[src/rtl/clock_pkg.sv]
`timescale 1ns/1ps
// Shared constants, set-FSM encoding and BCD helpers for the time keeper.
package clock_pkg;

  localparam logic [7:0] BCD_00 = 8'h00;
  localparam logic [7:0] BCD_01 = 8'h01;
  localparam logic [7:0] BCD_11 = 8'h11;
  localparam logic [7:0] BCD_12 = 8'h12;
  localparam logic [7:0] BCD_23 = 8'h23;
  localparam logic [7:0] BCD_59 = 8'h59;

  typedef enum logic {
    S_IDLE  = 1'b0,
    S_CHECK = 1'b1
  } set_state_e;

  // Increment a two-digit BCD value; the low digit rolls 9 -> 0 with carry.
  function automatic logic [7:0] bcd_inc(input logic [7:0] v);
    if (v[3:0] == 4'd9) bcd_inc = {v[7:4] + 4'd1, 4'd0};
    else                bcd_inc = {v[7:4], v[3:0] + 4'd1};
  endfunction

  // Both nibbles are decimal digits.
  function automatic logic is_bcd(input logic [7:0] v);
    is_bcd = (v[7:4] <= 4'd9) && (v[3:0] <= 4'd9);
  endfunction

endpackage

[src/rtl/bcd_time_keeper_if.sv]
`timescale 1ns/1ps
// Set port of the time keeper.
// Handshake: a transfer happens on a rising clock edge where set_valid and
// set_ready are both 1; the master holds set_valid and the payload stable
// until that edge, and set_ready never depends combinationally on set_valid.
interface bcd_time_keeper_if;
  logic       set_valid;
  logic       set_ready;
  logic [7:0] set_hh;
  logic [7:0] set_mm;
  logic [7:0] set_ss;
  logic       set_pm;
  logic       set_err;

  modport master (output set_valid, set_hh, set_mm, set_ss, set_pm,
                  input  set_ready, set_err);
  modport slave  (input  set_valid, set_hh, set_mm, set_ss, set_pm,
                  output set_ready, set_err);
endinterface

[src/rtl/bcd2_counter.sv]
`timescale 1ns/1ps
// Two-digit BCD register that wraps MAX -> MIN; load has priority over inc.
module bcd2_counter
  import clock_pkg::*;
#(
  parameter logic [7:0] MIN = BCD_00,
  parameter logic [7:0] MAX = BCD_59,
  parameter logic [7:0] RST = BCD_00
) (
  input  logic       clk,
  input  logic       reset,
  input  logic       inc,
  input  logic       load,
  input  logic [7:0] load_val,
  output logic [7:0] q,
  output logic       carry_out
);

  logic [7:0] q_q, q_d;

  // Next value: load wins, otherwise step or wrap.
  always_comb begin
    q_d = q_q;
    if (load)     q_d = load_val;
    else if (inc) q_d = (q_q == MAX) ? MIN : bcd_inc(q_q);
  end

  // Counter register.
  always_ff @(posedge clk or posedge reset) begin
    if (reset) q_q <= RST;
    else       q_q <= q_d;
  end

  assign q         = q_q;
  assign carry_out = inc && (q_q == MAX);

endmodule

[src/rtl/bcd_time_keeper.sv]
`timescale 1ns/1ps
// Time-of-day keeper: synchronises the 1 Hz input into a one-cycle tick,
// advances a cascaded BCD hh:mm:ss counter and accepts validated set requests.
module bcd_time_keeper
  import clock_pkg::*;
#(
  parameter bit HOUR_24     = 1'b1,
  parameter int SYNC_STAGES = 2
) (
  input  logic               clk_50Mhz,
  input  logic               reset,
  input  logic               clk_1hz,
  input  logic               run_en,
  bcd_time_keeper_if.slave   set_port,
  output logic [7:0]         hh,
  output logic [7:0]         mm,
  output logic [7:0]         ss,
  output logic               pm,
  output logic               sec_tick,
  output logic               day_wrap,
  output set_state_e         set_state_dbg
);

  localparam logic [7:0] HH_MIN = HOUR_24 ? BCD_00 : BCD_01;
  localparam logic [7:0] HH_MAX = HOUR_24 ? BCD_23 : BCD_12;
  localparam logic [7:0] HH_RST = HOUR_24 ? BCD_00 : BCD_12;

  // fill_q tracks which synchroniser stages hold a real sample; the first
  // real sample only primes the history flop so a high input at reset
  // release never looks like a rising edge.
  logic [SYNC_STAGES-1:0] sync_q, sync_d, fill_q, fill_d;
  logic hist_q, hist_d, primed_q, primed_d, sec_tick_q, sec_tick_d;
  logic pm_q, pm_d, day_wrap_q, day_wrap_d;
  set_state_e state_q, state_d;
  logic [7:0] cap_hh_q, cap_hh_d, cap_mm_q, cap_mm_d, cap_ss_q, cap_ss_d;
  logic cap_pm_q, cap_pm_d;
  logic set_ready, set_err, load_en, set_ok, inc_tick;
  logic ss_carry, mm_carry, hh_carry;

  // Synchroniser, edge history and tick generation.
  always_comb begin
    sync_d     = {sync_q[SYNC_STAGES-2:0], clk_1hz};
    fill_d     = {fill_q[SYNC_STAGES-2:0], 1'b1};
    hist_d     = sync_q[SYNC_STAGES-1];
    primed_d   = primed_q | fill_q[SYNC_STAGES-1];
    sec_tick_d = primed_q & sync_q[SYNC_STAGES-1] & ~hist_q;
  end

  // Set FSM next state: one capture cycle, one check cycle.
  always_comb begin
    state_d = state_q;
    case (state_q)
      S_IDLE:  if (set_port.set_valid) state_d = S_CHECK;
      S_CHECK: state_d = S_IDLE;
      default: state_d = S_IDLE;
    endcase
  end

  // Set FSM outputs: ready while idle, verdict during check.
  always_comb begin
    set_ready = 1'b0;
    set_err   = 1'b0;
    load_en   = 1'b0;
    case (state_q)
      S_IDLE:  set_ready = 1'b1;
      S_CHECK: begin
        set_err = ~set_ok;
        load_en = set_ok;
      end
      default: ;
    endcase
  end

  // Capture the payload on the accepting edge.
  always_comb begin
    cap_hh_d = cap_hh_q;
    cap_mm_d = cap_mm_q;
    cap_ss_d = cap_ss_q;
    cap_pm_d = cap_pm_q;
    if (state_q == S_IDLE && set_port.set_valid) begin
      cap_hh_d = set_port.set_hh;
      cap_mm_d = set_port.set_mm;
      cap_ss_d = set_port.set_ss;
      cap_pm_d = set_port.set_pm;
    end
  end

  // Validator: decimal digits, minutes/seconds 00..59, hours in range.
  always_comb begin
    set_ok = is_bcd(cap_hh_q) && is_bcd(cap_mm_q) && is_bcd(cap_ss_q) &&
             (cap_mm_q <= BCD_59) && (cap_ss_q <= BCD_59) &&
             (HOUR_24 ? (cap_hh_q <= BCD_23)
                      : (cap_hh_q >= BCD_01 && cap_hh_q <= BCD_12));
  end

  assign inc_tick = sec_tick_q & run_en;

  bcd2_counter #(.MIN(BCD_00), .MAX(BCD_59), .RST(BCD_00)) u_ss (
    .clk(clk_50Mhz), .reset(reset), .inc(inc_tick), .load(load_en),
    .load_val(cap_ss_q), .q(ss), .carry_out(ss_carry));

  bcd2_counter #(.MIN(BCD_00), .MAX(BCD_59), .RST(BCD_00)) u_mm (
    .clk(clk_50Mhz), .reset(reset), .inc(ss_carry), .load(load_en),
    .load_val(cap_mm_q), .q(mm), .carry_out(mm_carry));

  bcd2_counter #(.MIN(HH_MIN), .MAX(HH_MAX), .RST(HH_RST)) u_hh (
    .clk(clk_50Mhz), .reset(reset), .inc(mm_carry), .load(load_en),
    .load_val(cap_hh_q), .q(hh), .carry_out(hh_carry));

  // pm flag and day-wrap pulse; a load suppresses the concurrent increment.
  always_comb begin
    pm_d       = pm_q;
    day_wrap_d = 1'b0;
    if (load_en) begin
      pm_d = HOUR_24 ? 1'b0 : cap_pm_q;
    end else begin
      if (!HOUR_24 && mm_carry && hh == BCD_11) pm_d = ~pm_q;
      day_wrap_d = HOUR_24 ? hh_carry : (mm_carry && hh == BCD_11 && pm_q);
    end
  end

  // All top-level state registers.
  always_ff @(posedge clk_50Mhz or posedge reset) begin
    if (reset) begin
      sync_q     <= '0;
      fill_q     <= '0;
      hist_q     <= 1'b0;
      primed_q   <= 1'b0;
      sec_tick_q <= 1'b0;
      state_q    <= S_IDLE;
      cap_hh_q   <= '0;
      cap_mm_q   <= '0;
      cap_ss_q   <= '0;
      cap_pm_q   <= 1'b0;
      pm_q       <= 1'b0;
      day_wrap_q <= 1'b0;
    end else begin
      sync_q     <= sync_d;
      fill_q     <= fill_d;
      hist_q     <= hist_d;
      primed_q   <= primed_d;
      sec_tick_q <= sec_tick_d;
      state_q    <= state_d;
      cap_hh_q   <= cap_hh_d;
      cap_mm_q   <= cap_mm_d;
      cap_ss_q   <= cap_ss_d;
      cap_pm_q   <= cap_pm_d;
      pm_q       <= pm_d;
      day_wrap_q <= day_wrap_d;
    end
  end

  assign set_port.set_ready = set_ready;
  assign set_port.set_err   = set_err;
  assign pm                 = pm_q;
  assign sec_tick           = sec_tick_q;
  assign day_wrap           = day_wrap_q;
  assign set_state_dbg      = state_q;

endmodule
[src/flat_wrapper.sv]
// flat-port wrapper written by rule: the top's interface ports become plain ports
module bcd_time_keeper_flat import clock_pkg::*;
#(
  parameter bit HOUR_24     = 1'b1,
  parameter int SYNC_STAGES = 2
)
  (clk_50Mhz, reset, clk_1hz, run_en, hh, mm, ss, pm, sec_tick, day_wrap, set_state_dbg, set_port_set_valid, set_port_set_hh, set_port_set_mm, set_port_set_ss, set_port_set_pm, set_port_set_ready, set_port_set_err);
  bcd_time_keeper_if set_port_i ();
  input  logic clk_50Mhz;
  input  logic reset;
  input  logic clk_1hz;
  input  logic run_en;
  output logic [7:0] hh;
  output logic [7:0] mm;
  output logic [7:0] ss;
  output logic pm;
  output logic sec_tick;
  output logic day_wrap;
  output set_state_e set_state_dbg;
  input wire logic [$bits(set_port_i.set_valid)-1:0] set_port_set_valid;
  input wire logic [$bits(set_port_i.set_hh)-1:0] set_port_set_hh;
  input wire logic [$bits(set_port_i.set_mm)-1:0] set_port_set_mm;
  input wire logic [$bits(set_port_i.set_ss)-1:0] set_port_set_ss;
  input wire logic [$bits(set_port_i.set_pm)-1:0] set_port_set_pm;
  output wire logic [$bits(set_port_i.set_ready)-1:0] set_port_set_ready;
  output wire logic [$bits(set_port_i.set_err)-1:0] set_port_set_err;
  assign set_port_i.set_valid = set_port_set_valid;
  assign set_port_i.set_hh = set_port_set_hh;
  assign set_port_i.set_mm = set_port_set_mm;
  assign set_port_i.set_ss = set_port_set_ss;
  assign set_port_i.set_pm = set_port_set_pm;
  assign set_port_set_ready = set_port_i.set_ready;
  assign set_port_set_err = set_port_i.set_err;
  bcd_time_keeper #(.HOUR_24(HOUR_24), .SYNC_STAGES(SYNC_STAGES)) u_core (.clk_50Mhz(clk_50Mhz), .reset(reset), .clk_1hz(clk_1hz), .run_en(run_en), .set_port(set_port_i), .hh(hh), .mm(mm), .ss(ss), .pm(pm), .sec_tick(sec_tick), .day_wrap(day_wrap), .set_state_dbg(set_state_dbg));
endmodule
[config.mk]
export PLATFORM = sky130hd
export DESIGN_NAME = bcd_time_keeper_flat
export DESIGN_NICKNAME = d
export VERILOG_FILES = /design/src/rtl/clock_pkg.sv /design/src/rtl/bcd_time_keeper_if.sv /design/src/rtl/bcd2_counter.sv /design/src/rtl/bcd_time_keeper.sv /design/src/flat_wrapper.sv
export SDC_FILE = /design/constraint.sdc
export NUM_CORES = 1
export LEC_CHECK = 0
export ABC_AREA = 1
export CORE_AREA = 2 2 78 80
export CTS_BUF_LIST = sky130_fd_sc_hd__clkbuf_4
export DETAILED_ROUTE_END_ITERATION = 10
export DIE_AREA = 0 0 80 82
export PLACE_DENSITY_LB_ADDON = 0.1
export SLEW_MARGIN = 20
export SYNTH_ARGS = -nofsm -noshare
export SYNTH_HDL_FRONTEND = slang
export SYNTH_SLANG_ARGS = --single-unit
export TNS_END_PERCENT = 10
[constraint.sdc]
create_clock -name clk_50Mhz -period 4 [get_ports clk_50Mhz]
set_input_delay 0.8 -clock clk_50Mhz [delete_from_list [all_inputs] [get_ports clk_50Mhz]]
set_output_delay 0.8 -clock clk_50Mhz [all_outputs]
set_load 0.02 [all_outputs]
# After elaboration in Yosys (flattened, before gate mapping)
# Index checks and enable logic that the tools add are counted.
[totals]
output_inout_bits = 30
reg_bits = 57
[classes]
bitwise = 7
magnitude_cmp = 9
addsub = 6
eq_ne = 6
muxes = 18
n_reduce_logical = 21
[op_table]
columns = ["cell", "n"]
rows = [
  ["2-to-1 mux 8 bit", 12],
  ["adder 4 x 1 -> 4 bit (second input constant)", 6],
  ["<= comparator 4 bit (second input constant)", 6],
  ["== test 8 x 7 -> 1 bit (second input constant)", 2],
  ["<= comparator 8 x 7 -> 1 bit (second input constant)", 2],
  ["== test 4 bit (second input constant)", 3],
  ["logical AND 1 bit", 12],
  ["nonzero test 3 bit", 3],
  ["== test 8 x 6 -> 1 bit (second input constant)", 1],
  ["<= comparator 8 x 6 -> 1 bit (second input constant)", 1],
  ["AND reduction 2 bit", 3],
  ["nonzero test 2 bit", 3],
  ["2-to-1 mux 1 bit", 5],
  ["AND 1 bit", 3],
  ["inverter 1 bit", 3],
  ["one-hot mux 1 bit (2 select lines)", 1],
  ["bitwise OR 1 bit", 1],
]

# Logic depth before layout (Yosys ltp)
# Gate-level depths: netlist (run 1).
[logic_depth]
depth_word = 10
mapped_depth = 11

# Hierarchy
# From an unflattened synthesis (run 1), not the netlist that was laid out.
[unflattened]
hier_cells = 368
area_unflattened_um2 = 3124.2
[modules_own_cells]
columns = ["mod", "seq_area_each_um2", "cells_per_inst", "area_each_um2", "instances"]
rows = [
  ["bcd_time_keeper", 825.8, 144, 1366.3, 1],
  ["bcd2_counter (u_core.u_ss)", 200.2, 75, 591.8, 1],
  ["bcd2_counter (u_core.u_hh)", 200.2, 74, 590.6, 1],
  ["bcd2_counter (u_core.u_mm)", 200.2, 75, 575.6, 1],
]

# Least setup slack after synthesis (run 1)
# Ideal clock, no wire load.
[synth_timing]
kind = "flip-flop to output port"
from = "register u_core.state_q (netlist: u_core.set_state_dbg)"
to = "output set_port_set_err"
required_time_ps = 3200
setup_slack_ps = 2096
stages_incl_launch_ff = 4
n_path_buf = 1
arrival_time_ps = 1104
cell_sequence = "dfrtp_1 > buf_2 > inv_1 > nor2_1"
[synth_between]
elab_chain_len = 1
[synth_lines]
columns = ["item", "line_no", "text"]
rows = [
  ["start, declared", "bcd_time_keeper.sv:34", "set_state_e state_q, state_d;"],
  ["start signal, assigned", "bcd_time_keeper.sv:143", "state_q <= state_d;"],
  ["2-to-1 mux 1 bit", "bcd_time_keeper.sv:64", "case (state_q)"],
  ["end, declared", "flat_wrapper.sv:26", "output wire logic [$bits(set_port_i.set_err)-1:0] set_port_set_err;"],
]
# Every way passes these cells.

# Worst setup path in the final report (run 1)
[layout_timing]
from = "register u_core.cap_mm_q[1]"
to = "output set_port_set_err"
[layout_between]
elab_chain_len = 9
word_cells_on_any_way = 10
classes_between = "order compare: 2; mux: 1; bitwise: 1; reduce/logical: 6"
[layout_lines]
columns = ["item", "line_no", "text"]
rows = [
  ["start, declared", "bcd_time_keeper.sv:35", "logic [7:0] cap_hh_q, cap_hh_d, cap_mm_q, cap_mm_d, cap_ss_q, cap_ss_d;"],
  ["start signal, assigned", "bcd_time_keeper.sv:145", "cap_mm_q <= cap_mm_d;"],
  ["<= comparator 4 bit", "clock_pkg.sv:25", "is_bcd = (v[7:4] <= 4'd9) && (v[3:0] <= 4'd9);"],
  ["logical AND 1 bit", "clock_pkg.sv:25", ""],
  ["logical AND 1 bit (2 in series)", "bcd_time_keeper.sv:90", "set_ok = is_bcd(cap_hh_q) && is_bcd(cap_mm_q) && is_bcd(cap_ss_q) &&"],
  ["logical AND 1 bit *", "bcd_time_keeper.sv:90", ""],
  ["logical AND 1 bit * (2 in series)", "bcd_time_keeper.sv:91", "(cap_mm_q <= BCD_59) && (cap_ss_q <= BCD_59) &&"],
  ["inverter 1 bit *", "bcd_time_keeper.sv:67", "set_err = ~set_ok;"],
  ["2-to-1 mux 1 bit *", "bcd_time_keeper.sv:64", ""],
]
# Every way passes the cells marked *; elsewhere a longest branch is shown, timed or not.

==> metrics.md, run 1 <==
| Metric | Value |
|---|---|
| Power Internal | `approximately 1.1 mW` |
| CP Buf/Inv Count | `1` |
| Clock sinks | `57` |
| Final net count | `about 470` |
| Sw Share | `a little under two fifths` |
| Ports | `60` |
| Die H | `around 80 um` |
| CP Launch Type | `flop` |
| Slowest Stage Delay on Critical Path | `~0.55 ns` |
| Remaining Overflow, GRT | `0` |
| CP Capture Type | `primary output` |
| DR vias/cell | `5.04` |
| Post-route DRC | `0` |
| Die Width | `~80 um` |
| Routed wire per std cell | `12.3 um` |
| DRT antenna net count | `0` |
| Syn avg cell area | `between 8 and 9 um^2` |
| Cell area after layout | `about 3700 um^2` |
| Root buffer selected by CTS | `clkbuf_4` |
| Total CTS buffers | `9` |
| Register area share after synthesis | `about 47%` |
| Top delay family on crit path | `simple AND/OR/NAND/NOR gates` |
| Final Max Slew Viols | `0` |
| Post-Synthesis Cells | `approximately 370` |
| HPWL Detailed | `roughly 4.5 mm` |
| CTS tree | `built` |
| DR iter-0 viols | `around 130` |
| Hold Slack | `~0.35 ns` |
| Row cnt | `28` |
| Placed insts | `slightly below 500` |
| Number of global-route vias before repair | `~2300` |
| Synth unique cells | `29` |
| Routed vias | `between 2000 and 3000` |
| Critical path type | `reg2out` |
| CP cell instances | `o21ai_0, nand3_1, nor2_1, nor2_1, clkdlybuf4s50_1` |
| Clock network power share | `18.8%` |
| Peak VDD IR | `~0.00027 V` |
| Final Skew | `roughly 0.0094 ns` |
| N_diodes | `0` |
| Commonest non-fill, non-tap cell in the layout | `nand2_1` |
| Synthesized flop and latch total | `57` |
| First-pass GRT wire length | `between 10 and 15 mm` |
| Share of the core filled with cells | `65.2%` |
| CP required | `3.20 ns` |
| Commonest cells after routing, fill and taps aside | `114 x nand2_1, 59 x nand3_1, 57 x clkdlybuf4s50_1, 57 x dfrtp_1, 35 x nor2_1` |
| Die ar. | `about 6600 um^2` |
| PD cells | `around 500 nW/um^2` |
| Final period util | `around three quarters` |
| Crit-path most repeated cell | `nor2_1` |
| # setup viols final | `0` |
| Final Non-Filler Cells | `between 500 and 600` |
| MaxCap Viol Count | `0` |
| Critical path fanouts, max | `7` |
| H-Tree Depth | `3` |
| Post-synthesis cell area | `between 3000 and 4000 um^2` |
| Crit path time final | `2.98 ns` |
| Hold Violations, Final | `0` |
| Setup_tns | `0 ns` |
| Clk slew on worst S/H paths | `roughly 0.090 ns` |
| Gpl congestion | `0.820` |
| Largest net degree at the start of global routing | `52` |
| CP arrival | `about 2.2 ns` |
| Drt total wl | `approximately 6.3 mm` |
| Layout area overhead | `23.4%` |
| Initial core utilization | `a little over half` |
| Buffers on Ports | `57` |
| Class of the worst hold path | `reg2reg` |
| RSZ-0062 raised after global routing | `false` |
| Core area | `about 5700 um^2` |
| GR Util All Layers | `between 20% and 30%` |
| Leakage power | `between 1.5 and 2 nW` |
| Post CTS Setup Buffer Count | `0` |
| Resized cells post-CTS | `0` |
| Worst path slowest cell | `clkdlybuf4s50_1` |
| Comb pwr share | `35.9%` |
| Drt first pass iters | `4` |
| Outcome | `finished clean` |
| Clk_lat worst skew | `around 0.4 ns` |
| Slew margin rel. | `around 48%` |
| Area after DPL | `3640 um^2` |
| Initial antenna violation count | `0` |
| Ys Warns | `0` |
| Layout cells sized above 1 | `8.51%` |
| Sequential share of power | `between 40% and 50%` |
| Hold_buf cts | `0` |
| Max Buffers Root-to-Sink | `2` |
| Fmax | `between 300 and 400 MHz` |
| Net count after synthesis | `between 400 and 500` |
| Net Sw Power | `approximately 0.70 mW` |
| Slew @ Worst Pin | `0.783 ns` |
worst register-to-register path, stage by stage, from the launching register on:
cell and delay, ns:
dfrtp_1 0.51, inv_1 0.16, nand2_2 0.22, inv_1 0.66, o21ai_0 0.16
stage by stage:
| stage | power (mW) | setup slack, ns |
|---|---|---|
| after floorplan | 1.24 | 1.80 |
| after global placement | 1.49 | 1.43 |
| after detailed placement | 1.51 | 1.41 |
| after CTS | 1.85 | 0.967 |
| after global routing | 1.97 | 0.774 |
| final | 1.83 | 1.02 |
worst paths after layout:
path | from | to | slack, ns | depth (start not counted)
setup / recovery | u_core.cap_mm_q[1] | set_port_set_err | 1.02 | 5
hold / removal | u_core.sync_q[0] | u_core.sync_q[1] | 0.35 | 0
setup reg to reg | u_core.set_state_dbg | u_core.cap_ss_q[5] | 2.15 | 4
hold reg to reg | u_core.sync_q[0] | u_core.sync_q[1] | 0.35 | 0
max in group asynchronous | reset | u_core.sync_q[0] | 2.39 | 3
min in group asynchronous | reset | u_core.cap_ss_q[4] | 0.83 | 2
final cells by class:
| cell class | count | area, um^2 |
|---|---|---|
| Timing Repair Buffer | 59 | 586 |
| Tap cell | 75 | 93.8 |
| Fill cell | 514 | 2000 |
| Clock inverter | 4 | 21.3 |
| Clock buffer | 11 | 82.6 |
| Multi-Input combinational cell | 277 | 1440 |
| Sequential cell | 57 | 1430 |
| Inverter | 27 | 101 |
Yosys cell counts:
master,count,area [um^2]
conb_1,2,7.51
buf_4,1,7.51
nor3_1,1,5.00
nor2_4,3,33.8
nand2_1,114,428
inv_2,3,11.3
nand3b_1,3,22.5
dfrtp_1,57,1430
nand2_2,3,18.8
o21ai_2,2,17.5
o211ai_1,7,52.6
buf_1,1,3.75
or2_2,3,18.8
xor2_1,6,52.6
nor2_8,1,20.0
nor2_1,35,131
o21ai_1,1,5.00
buf_2,8,40.0
nand4_1,2,12.5
nand3_1,59,295
xnor2_1,6,52.6
buf_6,2,22.5
nand2_4,3,33.8
nand3_2,1,10.0
o21ai_0,11,55.1
a21boi_1,1,7.51
ha_1,12,150
nor2_2,1,6.26
inv_1,24,90.1
registers in the layout, summed over array words and instances, names as in the netlist:
| signal | cells |
|---|---|
| u_core.cap_mm_q | 8 |
| u_core.u_ss.q | 8 |
| u_core.sec_tick | 1 |
| u_core.fill_q | 2 |
| u_core.cap_hh_q | 8 |
| u_core.day_wrap | 1 |
| u_core.primed_q | 1 |
| u_core.cap_ss_q | 8 |
| u_core.u_hh.q | 8 |
| u_core.set_state_dbg | 1 |
| u_core.u_mm.q | 8 |
| u_core.sync_q | 2 |
| u_core.hist_q | 1 |
power groups by stage:
stage               registers [mW]  clock network, mW  logic (mW)
floorplan                    0.908                  0       0.327
global placement             0.838                  0       0.647
detailed placement           0.842                  0       0.664
CTS                          0.830              0.355       0.668
global route                 0.850              0.377       0.741
finish                       0.831              0.344       0.659
cell families (layout without fill, tap and decap cells):
kind of cell             after synthesis  in the layout  share of synthesized area (%)
flip-flops                            57             57                           47.0
AND/OR/NAND/NOR                      229            229                           34.1
other                                  2              2                          0.247
AO/OA/AOI/OAI                         22             22                           4.53
buffers and inverters                 39            101                           5.77
adder cells (fa/ha/maj)               12             12                           4.94
XOR/XNOR                              12             12                           3.46
routing by layer:
metal	routed length (um)	part of all wire, %	global-route usage, %
met1	2920	47	28.1
met2	2970	47	33.5
met3	281	4.5	3.74
met4	114	1.8	9.15
met5	0	0	0
(Power assumes the default switching activity.)
==> inputs of run 2 (changes only) <==
CORE_AREA = 2 2 79 81   (was 2 2 78 80)
DIE_AREA = 0 0 81 83   (was 0 0 80 82)
clock period = 2.9 ns   (was 4 ns; I/O delays follow)
==> metrics.md, run 2 (synthesis results as in run 1) <==
| Metric | Value |
|---|---|
| Final Skew | `0.00907 ns (-0.000293 ns)` |
| Share of the core filled with cells | `65.2% (about the same)` |
| Outcome | `finished clean` |
| Die H | `83 um (+1.2%)` |
| Slowest Stage Delay on Critical Path | `0.55 ns (about the same)` |
| Crit-path most repeated cell | `nor2_1` |
| Slew margin rel. | `53.3% (+5.5 points)` |
| CP Launch Type | `flop` |
| RSZ-0062 raised after global routing | `false` |
| Peak VDD IR | `0.000345 V (+29%)` |
| N_diodes | `0 (unchanged)` |
| DR iter-0 viols | `177 (+33%)` |
| # setup viols final | `0 (unchanged)` |
| Clock sinks | `57 (unchanged)` |
| Resized cells post-CTS | `0 (unchanged)` |
| Layout area overhead | `24.8%` |
| Final period util | `88.5%` |
| Row cnt | `28 (unchanged)` |
| Die ar. | `6720 um^2 (+2.5%)` |
| Clk slew on worst S/H paths | `0.10 ns (about the same)` |
| CP cell instances | `o21ai_0, nand3_1, nor2_1, nor2_1, clkdlybuf4s50_1` |
| Final Max Slew Viols | `0 (unchanged)` |
| CTS tree | `built` |
| Initial antenna violation count | `0 (unchanged)` |
| Total CTS buffers | `9 (unchanged)` |
| Buffers on Ports | `57 (unchanged)` |
| Slew @ Worst Pin | `0.701 ns (-0.0820 ns)` |
| Hold_buf cts | `0 (unchanged)` |
| MaxCap Viol Count | `0 (unchanged)` |
| CP Buf/Inv Count | `1 (unchanged)` |
| Tot Pwr | `2.62 mW (+43%)` |
| Ports | `60 (unchanged)` |
| Post-place setup slack | `0.715 ns (-0.699 ns)` |
| Class of the worst hold path | `reg2reg` |
| First-pass GRT wire length | `10.8 mm (+3.3%)` |
| Largest net degree at the start of global routing | `58 (+12%)` |
| Drt total wl | `6.21 mm (-1.2%)` |
| Final net count | `475 (+0.42%)` |
| Layout cells sized above 1 | `9.13% (+0.63 points)` |
| Routed wire per std cell | `12.1 um (-1.7%)` |
| Comb pwr share | `34.8% (-1.1 points)` |
| Worst path slowest cell | `clkdlybuf4s50_1` |
| PD cells | `690 nW/um^2 (+41%)` |
| Initial core utilization | `52.2% (-0.64 points)` |
| Setup ws final | `0.334 ns (-0.682 ns)` |
| DRT antenna net count | `0 (unchanged)` |
| Top delay family on crit path | `buffers and inverters` |
| Sequential share of power | `43.9% (-1.4 points)` |
| Post-route DRC | `0 (unchanged)` |
| Critical path fanouts, max | `3 (-4)` |
| CP Capture Type | `primary output` |
| H-Tree Depth | `3 (unchanged)` |
| Post CTS Setup Buffer Count | `0 (unchanged)` |
| Number of global-route vias before repair | `2438 (+5.3%)` |
| Clock network power share | `21.3% (+2.5 points)` |
| Drt first pass iters | `4 (unchanged)` |
| DR vias/cell | `5.04 (about the same)` |
| Area after DPL | `3660 um^2 (+0.41%)` |
| Hold Violations, Final | `0 (unchanged)` |
| Max Buffers Root-to-Sink | `2 (unchanged)` |
| CP arrival | `1.99 ns (-0.19 ns)` |
| Net Sw Power | `0.964 mW (+38%)` |
| Cell area after layout | `3790 um^2 (+1.2%)` |
| Fill cells | `537 (+4.5%)` |
| Routed vias | `2584 (+0.51%)` |
| Crit path time final | `between 2 and 3 ns` |
| CP required | `2.32 ns (-0.88 ns)` |
| Setup_tns | `0 ns (unchanged)` |
| Clk_lat worst skew | `0.39 ns (about the same)` |
| GR Util All Layers | `20.5% (-0.46 points)` |
| Commonest cells after routing, fill and taps aside | `114 x nand2_1, 59 x nand3_1, 57 x clkdlybuf4s50_1, 57 x dfrtp_1, 35 x nor2_1` |
| Remaining Overflow, GRT | `0 (unchanged)` |
| Critical path type | `reg2out` |
| Gpl congestion | `0.819 (about the same)` |
| Fmax | `390 MHz` |
| Commonest non-fill, non-tap cell in the layout | `nand2_1` |
| HPWL Detailed | `4.58 mm (+1.7%)` |
| Power Internal | `1.65 mW (+45%)` |
| Die Width | `81 um (+1.3%)` |
| Root buffer selected by CTS | `clkbuf_4` |
| Core area | `5820 um^2 (+1.2%)` |
| Sw Share | `36.9% (-1.1 points)` |
| Leakage power | `1.90 nW (+1.1%)` |
-- run 2: path summary, 6_finish.rpt --
| kind | start | endpoint | slack, ns | depth (start not counted) |
|---|---|---|---|---|
| setup / recovery | u_core.cap_mm_q[1] | set_port_set_err | 0.33 | 5 |
| hold / removal | u_core.fill_q[0] | u_core.fill_q[1] | 0.36 | 0 |
| setup reg to reg | u_core.cap_mm_q[1] | u_core.u_hh.q[5] | 0.79 | 9 |
| hold reg to reg | u_core.fill_q[0] | u_core.fill_q[1] | 0.36 | 0 |
| max in group asynchronous | reset | u_core.u_mm.q[4] | 1.72 | 3 |
| min in group asynchronous | reset | u_core.u_ss.q[4] | 0.72 | 3 |
-- run 2: layout make-up --
type / count / area, um^2 / area share [%]
inverter: 27 / 101 / 2.67
multi-input combinational: 277 / 1440 / 37.9
tap: 75 / 93.8 / 2.47
timing repair buffer: 61 / 601 / 15.8
clock buffer: 10 / 75.1 / 1.98
sequential: 57 / 1430 / 37.6
clock inverter: 6 / 58.8 / 1.55
-- run 2: layer usage --
| metal | GRT usage [%] | part of all wire (%) |
|---|---|---|
| met1 | 28.0 | 48 |
| met2 | 32.1 | 47 |
| met3 | 4.02 | 3.3 |
| met4 | 7.86 | 2.0 |
| met5 | 0 | 0 |
-- run 2: metrics by stage --
stage / cells / hold WS, ns
2_1_floorplan: 373 / 0.331
3_3_place_gp: 497 / 0.333
3_5_place_dp: 497 / 0.336
4_1_cts: 513 / 0.359
5_1_grt: 513 / 0.362
6_report: 513 / 0.357
-- run 2: power by group through the flow --
stage,Sequential (mW),Combinational (mW),Clock (mW)
global route,1.18,1.02,0.611
detailed placement,1.16,0.916,0
floorplan,1.25,0.451,0
global placement,1.15,0.900,0
finish,1.15,0.911,0.557
CTS,1.15,0.921,0.575
